<file path="src/rtl/arm_motion_sequencer.sv">
`default_nettype none
// ============================================================================
// Module   : arm_motion_sequencer
// Purpose  : Plays back stored arm poses or tracks the accelerometer, with
//            every axis slew-rate limited toward its target.
// Options  : define SEQ_LOOP_EN to loop playback forever instead of one pass.
// Revision : 1.0 - initial release
// ============================================================================
module arm_motion_sequencer #(
    parameter int DATA_WIDTH    = 10,
    parameter int ADDRESS_WIDTH = 4,
    parameter int NUM_POINTS    = 16,
    parameter int TICK_DIV      = 500_000,
    parameter int STEP_MAX      = 8,
    parameter int DWELL_TICKS   = 50,
    parameter int HOME          = 512
) (
    input  logic                     clk,
    input  logic                     rst,
    input  logic                     start,
    input  logic                     stop,
    input  logic                     select_source,
    output logic                     mem_req,
    output logic [ADDRESS_WIDTH-1:0] mem_addr,
    input  logic                     mem_ack,
    input  logic [DATA_WIDTH-1:0]    mem_x,
    input  logic [DATA_WIDTH-1:0]    mem_y,
    input  logic [DATA_WIDTH-1:0]    mem_z,
    input  logic [DATA_WIDTH-1:0]    accel_x,
    input  logic [DATA_WIDTH-1:0]    accel_y,
    input  logic [DATA_WIDTH-1:0]    accel_z,
    output logic [DATA_WIDTH-1:0]    x_cmd,
    output logic [DATA_WIDTH-1:0]    y_cmd,
    output logic [DATA_WIDTH-1:0]    z_cmd,
    output logic                     busy,
    output logic                     done,
    output logic [2:0]               state
);

    localparam int c_tick_w  = (TICK_DIV > 1) ? $clog2(TICK_DIV) : 1;
    localparam int c_dwell_w = $clog2(DWELL_TICKS + 1);
    localparam logic [DATA_WIDTH:0] c_step = (DATA_WIDTH + 1)'(STEP_MAX);

    typedef enum logic [2:0] {
        S_IDLE  = 3'd0,
        S_FETCH = 3'd1,
        S_MOVE  = 3'd2,
        S_DWELL = 3'd3,
        S_TRACK = 3'd4,
        S_DONE  = 3'd5
    } state_t;

    state_t                   r_state, w_state_nxt;
    logic [c_tick_w-1:0]      r_tick_cnt;
    logic [c_dwell_w-1:0]     r_dwell_cnt;
    logic [ADDRESS_WIDTH-1:0] r_mem_addr;
    logic [DATA_WIDTH-1:0]    r_tgt_x, r_tgt_y, r_tgt_z;
    logic [DATA_WIDTH-1:0]    r_x, r_y, r_z;
    logic [DATA_WIDTH-1:0]    w_tgt_x, w_tgt_y, w_tgt_z;
    logic                     w_tick, w_abort, w_reached, w_dwell_end, w_last, w_slew_en;

    // Step one axis toward its target; the extra bit keeps the compare and add wrap-free.
    function automatic logic [DATA_WIDTH-1:0] slew(input logic [DATA_WIDTH-1:0] cur,
                                                   input logic [DATA_WIDTH-1:0] tgt);
        logic [DATA_WIDTH:0] c, t, d, s, r;
        c = {1'b0, cur};
        t = {1'b0, tgt};
        if (t > c) begin
            d = t - c;
            s = (d > c_step) ? c_step : d;
            r = c + s;
        end else begin
            d = c - t;
            s = (d > c_step) ? c_step : d;
            r = c - s;
        end
        return r[DATA_WIDTH-1:0];
    endfunction

    assign w_tick      = (r_tick_cnt == c_tick_w'(TICK_DIV - 1));
    assign w_abort     = stop || select_source;
    assign w_reached   = (r_x == r_tgt_x) && (r_y == r_tgt_y) && (r_z == r_tgt_z);
    assign w_dwell_end = w_tick && (r_dwell_cnt == c_dwell_w'(DWELL_TICKS - 1));
    assign w_last      = (r_mem_addr == ADDRESS_WIDTH'(NUM_POINTS - 1));
    // Tracking slews straight toward the live accelerometer value.
    assign w_tgt_x     = (r_state == S_TRACK) ? accel_x : r_tgt_x;
    assign w_tgt_y     = (r_state == S_TRACK) ? accel_y : r_tgt_y;
    assign w_tgt_z     = (r_state == S_TRACK) ? accel_z : r_tgt_z;
    assign w_slew_en   = w_tick && (((r_state == S_MOVE) && !w_abort) || (r_state == S_TRACK));

    always_comb begin
        w_state_nxt = r_state;
        case (r_state)
            S_IDLE: begin
                if (select_source)  w_state_nxt = S_TRACK;
                else if (start)     w_state_nxt = S_FETCH;
            end
            S_FETCH: begin
                if (w_abort)        w_state_nxt = S_IDLE;
                else if (mem_ack)   w_state_nxt = S_MOVE;
            end
            S_MOVE: begin
                if (w_abort)        w_state_nxt = S_IDLE;
                else if (w_reached) w_state_nxt = S_DWELL;
            end
            S_DWELL: begin
                if (w_abort) begin
                    w_state_nxt = S_IDLE;
                end else if (w_dwell_end) begin
`ifdef SEQ_LOOP_EN
                    w_state_nxt = S_FETCH;
`else
                    w_state_nxt = w_last ? S_DONE : S_FETCH;
`endif
                end
            end
            S_TRACK: begin
                if (!select_source) w_state_nxt = S_IDLE;
            end
            S_DONE:                 w_state_nxt = S_IDLE;
            default:                w_state_nxt = S_IDLE;
        endcase
    end

    always_ff @(posedge clk) begin
        if (!rst) begin
            r_state     <= S_IDLE;
            r_tick_cnt  <= '0;
            r_dwell_cnt <= '0;
            r_mem_addr  <= '0;
            r_tgt_x     <= DATA_WIDTH'(HOME);
            r_tgt_y     <= DATA_WIDTH'(HOME);
            r_tgt_z     <= DATA_WIDTH'(HOME);
            r_x         <= DATA_WIDTH'(HOME);
            r_y         <= DATA_WIDTH'(HOME);
            r_z         <= DATA_WIDTH'(HOME);
        end else begin
            r_state    <= w_state_nxt;
            r_tick_cnt <= w_tick ? '0 : r_tick_cnt + 1'b1;

            if (r_state != S_DWELL) r_dwell_cnt <= '0;
            else if (w_tick)        r_dwell_cnt <= r_dwell_cnt + 1'b1;

            if (r_state == S_IDLE && start && !select_source) begin
                r_mem_addr <= '0;
            end else if (r_state == S_DWELL && !w_abort && w_dwell_end) begin
                r_mem_addr <= w_last ? '0 : r_mem_addr + 1'b1;
            end

            if (r_state == S_FETCH && mem_ack) begin
                r_tgt_x <= mem_x;
                r_tgt_y <= mem_y;
                r_tgt_z <= mem_z;
            end else if (r_state == S_TRACK) begin
                r_tgt_x <= accel_x;
                r_tgt_y <= accel_y;
                r_tgt_z <= accel_z;
            end

            if (w_slew_en) begin
                r_x <= slew(r_x, w_tgt_x);
                r_y <= slew(r_y, w_tgt_y);
                r_z <= slew(r_z, w_tgt_z);
            end
        end
    end

    assign mem_req  = (r_state == S_FETCH);
    assign mem_addr = r_mem_addr;
    assign x_cmd    = r_x;
    assign y_cmd    = r_y;
    assign z_cmd    = r_z;
    assign busy     = (r_state == S_FETCH) || (r_state == S_MOVE) ||
                      (r_state == S_DWELL) || (r_state == S_TRACK);
    assign done     = (r_state == S_DONE);
    assign state    = r_state;

endmodule
`default_nettype wire

</file>
<file path="config.mk">
export PLATFORM = sky130hd
export DESIGN_NAME = arm_motion_sequencer
export DESIGN_NICKNAME = d
export VERILOG_FILES = /design/src/rtl/arm_motion_sequencer.sv
export SDC_FILE = /design/constraint.sdc
export NUM_CORES = 1
export LEC_CHECK = 0
export ABC_CLOCK_PERIOD_IN_PS = 17500
export BUFFER_PORTS_ARGS = -buffer_cell sky130_fd_sc_hd__buf_2
export CAP_MARGIN = 10
export CORE_AREA = 2 2 137 139
export DETAILED_ROUTE_END_ITERATION = 6
export DIE_AREA = 0 0 139 141
export PLACE_DENSITY = 0.69
export SLEW_MARGIN = 10
export SYNTH_ARGS = -nofsm -noshare
export SYNTH_HDL_FRONTEND = slang
export SYNTH_SLANG_ARGS = --single-unit
</file>
<file path="constraint.sdc">
create_clock -name clk -period 17.5 [get_ports clk]
set_clock_uncertainty 0.1 [all_clocks]
set_input_delay 0.875 -clock clk [delete_from_list [all_inputs] [get_ports clk]]
set_output_delay 0.875 -clock clk [all_outputs]
set_load 0.01 [all_outputs]
</file>
# Yosys cells after proc, flatten, opt, wreduce, memory -nomap -nowiden
# Cells that the tools add are included.
dict set report totals {
  regBits 92
  elab_cells 101
}
dict set report op_classes {
  addsub 15
  magnitude_cmp 9
  n_eq_ne 17
  n_mux 27
  bitwise_logic 1
  reduce_logical 22
}
# op count
set ops {}
lappend ops {{2-to-1 mux 10 bit} 15}
lappend ops {{> comparator 11 x 4 -> 1 bit (second input constant)} 6}
lappend ops {{subtractor 10 x 10 -> 11 bit} 6}
lappend ops {{adder 10 bit} 3}
lappend ops {{equality test 10 bit} 3}
lappend ops {{> comparator 10 bit} 3}
lappend ops {{2-to-1 mux 3 bit} 10}
lappend ops {{subtractor 10 bit} 3}
lappend ops {{adder 19 x 1 -> 19 bit (second input constant)} 1}
lappend ops {{equality test 19 bit (second input constant)} 1}
lappend ops {{case mux 3 bit (5 select lines)} 1}
lappend ops {{logical AND 1 bit} 10}
lappend ops {{inequality test 3 bit (second input constant)} 3}
lappend ops {{adder 6 x 1 -> 6 bit (second input constant)} 1}
lappend ops {{equality test 3 x 2 -> 1 bit (second input constant)} 2}
lappend ops {{equality test 3 bit (second input constant)} 2}
lappend ops {{equality test 6 bit (second input constant)} 1}
lappend ops {{OR reduction 2 bit} 3}
lappend ops {{logical OR 1 bit} 5}
lappend ops {{AND reduction 5 bit} 1}
lappend ops {{adder 4 x 1 -> 4 bit (second input constant)} 1}
lappend ops {{equality test 4 bit (second input constant)} 1}
lappend ops {{2-to-1 mux 4 bit} 1}
lappend ops {{equality test 3 x 1 -> 1 bit (second input constant)} 1}
lappend ops {{other kinds (6)} 7}

# Logic depth before layout (Yosys ltp)
dict set report logic_depth {
  depth_word 7
  ltp_mapped 27
  depth_no_buf 25
}

# Worst setup path before layout
# Ideal clock, no wire load.
dict set report synth_path {
  path_kind {register -> register}
  from {register r_state[2] (netlist: state[2])}
  to {register r_y[9] (netlist: y_cmd[9])}
  setup_time_ps 91
  t_arrival_ps 6232
  t_required_ps 17309
  setup_slack_ps 11077
  path_stages_with_launch 26
  cell_sequence {dfxtp_1 -> clkbuf_1 -> inv_1 -> nor3_1 -> clkbuf_1 -> mux2i_1 -> ha_1 -> inv_1 -> fa_1 -> a21o_1 -> a221oi_1 -> xnor2_1 -> a2111oi_2 -> nand4bb_1 -> or2_2 -> ha_1 -> a2bb2oi_1 -> ha_1 -> nor2b_1 -> o21ai_0 -> a21oi_1 -> o41ai_1 -> o21a_1 -> nor3_1 -> a211oi_1 -> nor4bb_1}
}
dict set report synth_between {
  elab_chain_len 7
}
# element line
set synth_lines {}
lappend synth_lines {{start, declared} 53} ;# state_t r_state, w_state_nxt;
lappend synth_lines {{start signal, assigned} 138} ;# r_state <= w_state_nxt;
lappend synth_lines {{equality test 3 bit} {87, 89}}
lappend synth_lines {{2-to-1 mux 10 bit} --}
lappend synth_lines {{subtractor 10 x 10 -> 11 bit, on equally long branches} {73, 69}}
lappend synth_lines {{> comparator 11 x 4 -> 1 bit, on equally long branches} {74, 70}}
lappend synth_lines {{2-to-1 mux 10 bit, on equally long branches} {74, 70}}
lappend synth_lines {{subtractor 10 bit / adder 10 bit (equally long branches)} {75, 71}}
lappend synth_lines {{2-to-1 mux 10 bit} 68} ;# if (t > c) begin
lappend synth_lines {{end signal, assigned} 135} ;# r_y <= DATA_WIDTH'(HOME);
lappend synth_lines {{end signal, assigned} 162} ;# r_y <= slew(r_y, w_tgt_y);
lappend synth_lines {{end, declared} 58} ;# logic [DATA_WIDTH-1:0] r_x, r_y, r_z;
# Several ways; a longest one is shown, not always the timed one.
# A chain may end at the register's enable or synchronous reset.

# Worst setup path after layout
# Same ends and word-level chain as after synthesis.

==> results.toml <==
[worst_setup_path]
r2r_start = "state[2]"
cp-end-kind = "flop"
critPathKind = "flop to flop"
r2r_end = "y_cmd[9]"
cp_max_fo = 31
crit_chain = "inv_1 > nor3_2 > buf_4 > mux2i_1 > ha_1 > inv_1 > fa_1 > a21o_1 > a221oi_1 > xnor2_1 > a2111oi_2 > nand4bb_1 > or2_2 > ha_1 > a2bb2oi_1 > ha_1 > nor2b_1 > o21ai_0 > a21oi_1 > o41ai_1 > o21a_1 > nor3_1 > a211oi_1 > nor4bb_1"
cp.required_ps = 17670
cp_common_cell = "ha_1"
worstPathArrival_ps = 7050
max_stage_delay_ps = 530
r2r_cells = 24
cp.depth = 24
cp_num_buf_inv = 3
r2r_setup_slack_ps = 10630
cpMaxStageDelayCell = "dfxtp_1"
startpoint_type = "flop"
cp-startpoint = "state[2]"
crit_family = "compound AO/OA/AOI/OAI gates"

[synthesis]
synth_flop_cell = "dfxtp_1"
synth_cells = 1140
synth_nets = 1309
yosysTopAreaCellShare = 0.207
avgSynthCellArea_um2 = 7.79
synthTopCellsByArea = "dfxtp_1 21%, ha_1 13%, nor2_1 6.2%"
netlist_area_um2 = 8880
synthTopCellsByCount = "146 x nor2_1, 102 x inv_1, 94 x ha_1"
synth_most_common_cell = "nor2_1"
yosys_warnings = 0
synth_edf_count = 0
synth_top_cell_by_area = "dfxtp_1"
ys_seq_area_frac = 0.207
yosysUniqueCellTypes = 81
synthArstFlopShare = 0
ys_ff_latch = 92

[route]
num_vias = 8195
drt-total-wl_um = 23100
drtIter0Drc = 466
post_drt_wl_per_cell_um = 15.9
ant_nets = 0
drc = 0
firstDrtPassIters = 5
vias_per_cell = 5.65

[hold_path]
holdPathStages = 1
hp-start = "r_tick_cnt[0]"
hold_path_class = "flop to flop"
min_to = "r_tick_cnt[0]"

[sta]
min_period_over_period = 0.393
worst_pin_slew_ps = 1060
rsz0062_at_grt = "false"
finalMaxSlewViolations = 0
period_minus_slack_ps = 6870
fmax_ghz = 0.145
finalSetupViolCount = 0
layout_setup_ws_ps = 10630
tns_ps = 0
hold_viol_final = 0
relSlewSlack = 0.288

[power_and_ir_drop]
ir_worst_vdd_uv = 55.2
power.density_nw_per_um2 = 97.7
p_leak_nw = 4.36

[placement]
post-place-ws_ps = 10700
dp_hpwl_um = 17700
gp_congestion = 0.935
portBuffers = 105

[global_routing]
grt_pass1_vias = 7712
grt_max_degree = 61
grt_pass1_wl_um = 37900
grt.total_usage = 0.235
antenna_found_initial = 1
globalRouteOverflowTotal = 0

[clock_network]
cts_buffers = 9
cts_resized = 0
h-tree-depth = 3
clock_latency_ps = 360
cts_max_path_buffers = 2
postCtsSetupBuffers = 0
clockRootBuffer = "clkbuf_16"
cts_sinks = 92
holdBufCountCts = 0
cts_tree = "done"
clk_pin_slew_ps = 70

[die]
core_area_um2 = 18300
die_w_um = 139
die_h_um = 141
core.rowCount = 50
io_pins = 106
start_util = 0.486
die_area_um2 = 19600

[layout]
finalNetCount = 1379
drive_gt1_frac = 0.122
synthToLayoutAreaGrowth_pct = 10.1
n_fill_cell = 1796
seq_area_um2 = 1840
multi_input_comb_area_um2 = 6420

[run]
drv_cap = 0

[status]
status = "finished, final reports clean"
stage by stage:
stage / instance area (um^2) / hold slack (ps) / utilization / cells / total power [W]
2_1_floorplan: 8880 / 326 / - / 1140 / 0.000658
3_3_place_gp: 9490 / 340 / 0.519 / 1433 / 0.000750
3_5_place_dp: 9490 / 359 / 0.519 / 1433 / 0.000754
4_1_cts: 9780 / 376 / 0.535 / 1449 / 0.000952
5_1_grt: 9780 / 393 / 0.535 / 1449 / 0.00102
6_report: 9780 / 370 / 0.535 / 1451 / 0.000956
worst register-to-register path, stage by stage, from the launching register on:
cell and delay, ps:
dfxtp_1 530, inv_1 140, nor3_2 120, buf_4 520
mux2i_1 360, ha_1 240, inv_1 60, fa_1 400
a21o_1 200, a221oi_1 360, xnor2_1 130, a2111oi_2 410
nand4bb_1 280, or2_2 350, ha_1 270, a2bb2oi_1 230
ha_1 280, nor2b_1 120, o21ai_0 200, a21oi_1 130
o41ai_1 490, o21a_1 270, nor3_1 70, a211oi_1 230
nor4bb_1 280
area by class of cell:
cell class / count / share of cell area
Clock inverter: 7 / 0.00665
Tap cell: 234 / 0.0299
Multi-Input combinational cell: 896 / 0.656
Inverter: 104 / 0.0399
Timing Repair Buffer: 107 / 0.0553
Antenna cell: 2 / 0.000512
Clock buffer: 9 / 0.0230
Sequential cell: 92 / 0.188
logic make-up after synthesis:
kind of cell | count (synthesis) | synth area share
muxes | 49 | 0.0555
and+or+nand+nor | 369 | 0.198
DFF | 92 | 0.207
xor gates and xnor gates | 98 | 0.0966
buffers and inverters | 152 | 0.0709
AOI/OAI and AO/OA | 277 | 0.219
adders and majority gates | 103 | 0.153
routing by layer:
| layer | vias up | global-route usage | routed length [um] |
|---|---|---|---|
| li1 | 4156 | - | - |
| met1 | 3846 | 0.315 | 11100 |
| met2 | 165 | 0.394 | 10800 |
| met3 | 28 | 0.0408 | 932 |
| met4 | 0 | 0.0564 | 363 |
| met5 | - | 0 | 0 |
sequential cells by signal, indices dropped and copies added (netlist names):
name         count
mem_addr         4
r_dwell_cnt      6
r_tgt_x         10
r_tgt_y         10
r_tgt_z         10
r_tick_cnt      19
state            3
x_cmd           10
y_cmd           10
z_cmd           10
report_power, final:
part           leakage (nW)  switching, W  internal, W
logic                  3.48      0.000310     0.000223
clock network         0.141     0.0000950     0.000100
registers             0.746    0.00000891     0.000219
total                  4.36      0.000413     0.000542
worst max-delay path by stage:
stage | end | slack (ps)
after floorplan | y_cmd[9] | 11080
after global placement | y_cmd[9] | 10910
after detailed placement | y_cmd[9] | 10700
after CTS | y_cmd[9] | 10650
after global routing | y_cmd[9] | 9990
final | y_cmd[9] | 10630
layout by cell type (no fill, tap or decap), types with 17 or more instances in the layout:
cell type  netlist  layout
nor2_1         146     146
nand4_1         25      25
inv_1          102     102
nand2_1         71      69
ha_1            94      94
dfxtp_1         92      92
o21ai_0         48      48
a21o_1          19      19
buf_2            7     105
mux2i_1         47      47
nand3_1         17      17
xnor2_1         59      59
a211oi_1        35      35
a21oi_1         71      71
xor2_1          39      39
nor3_1          30      29
No activity file was read; power rests on OpenSTA's default activity.
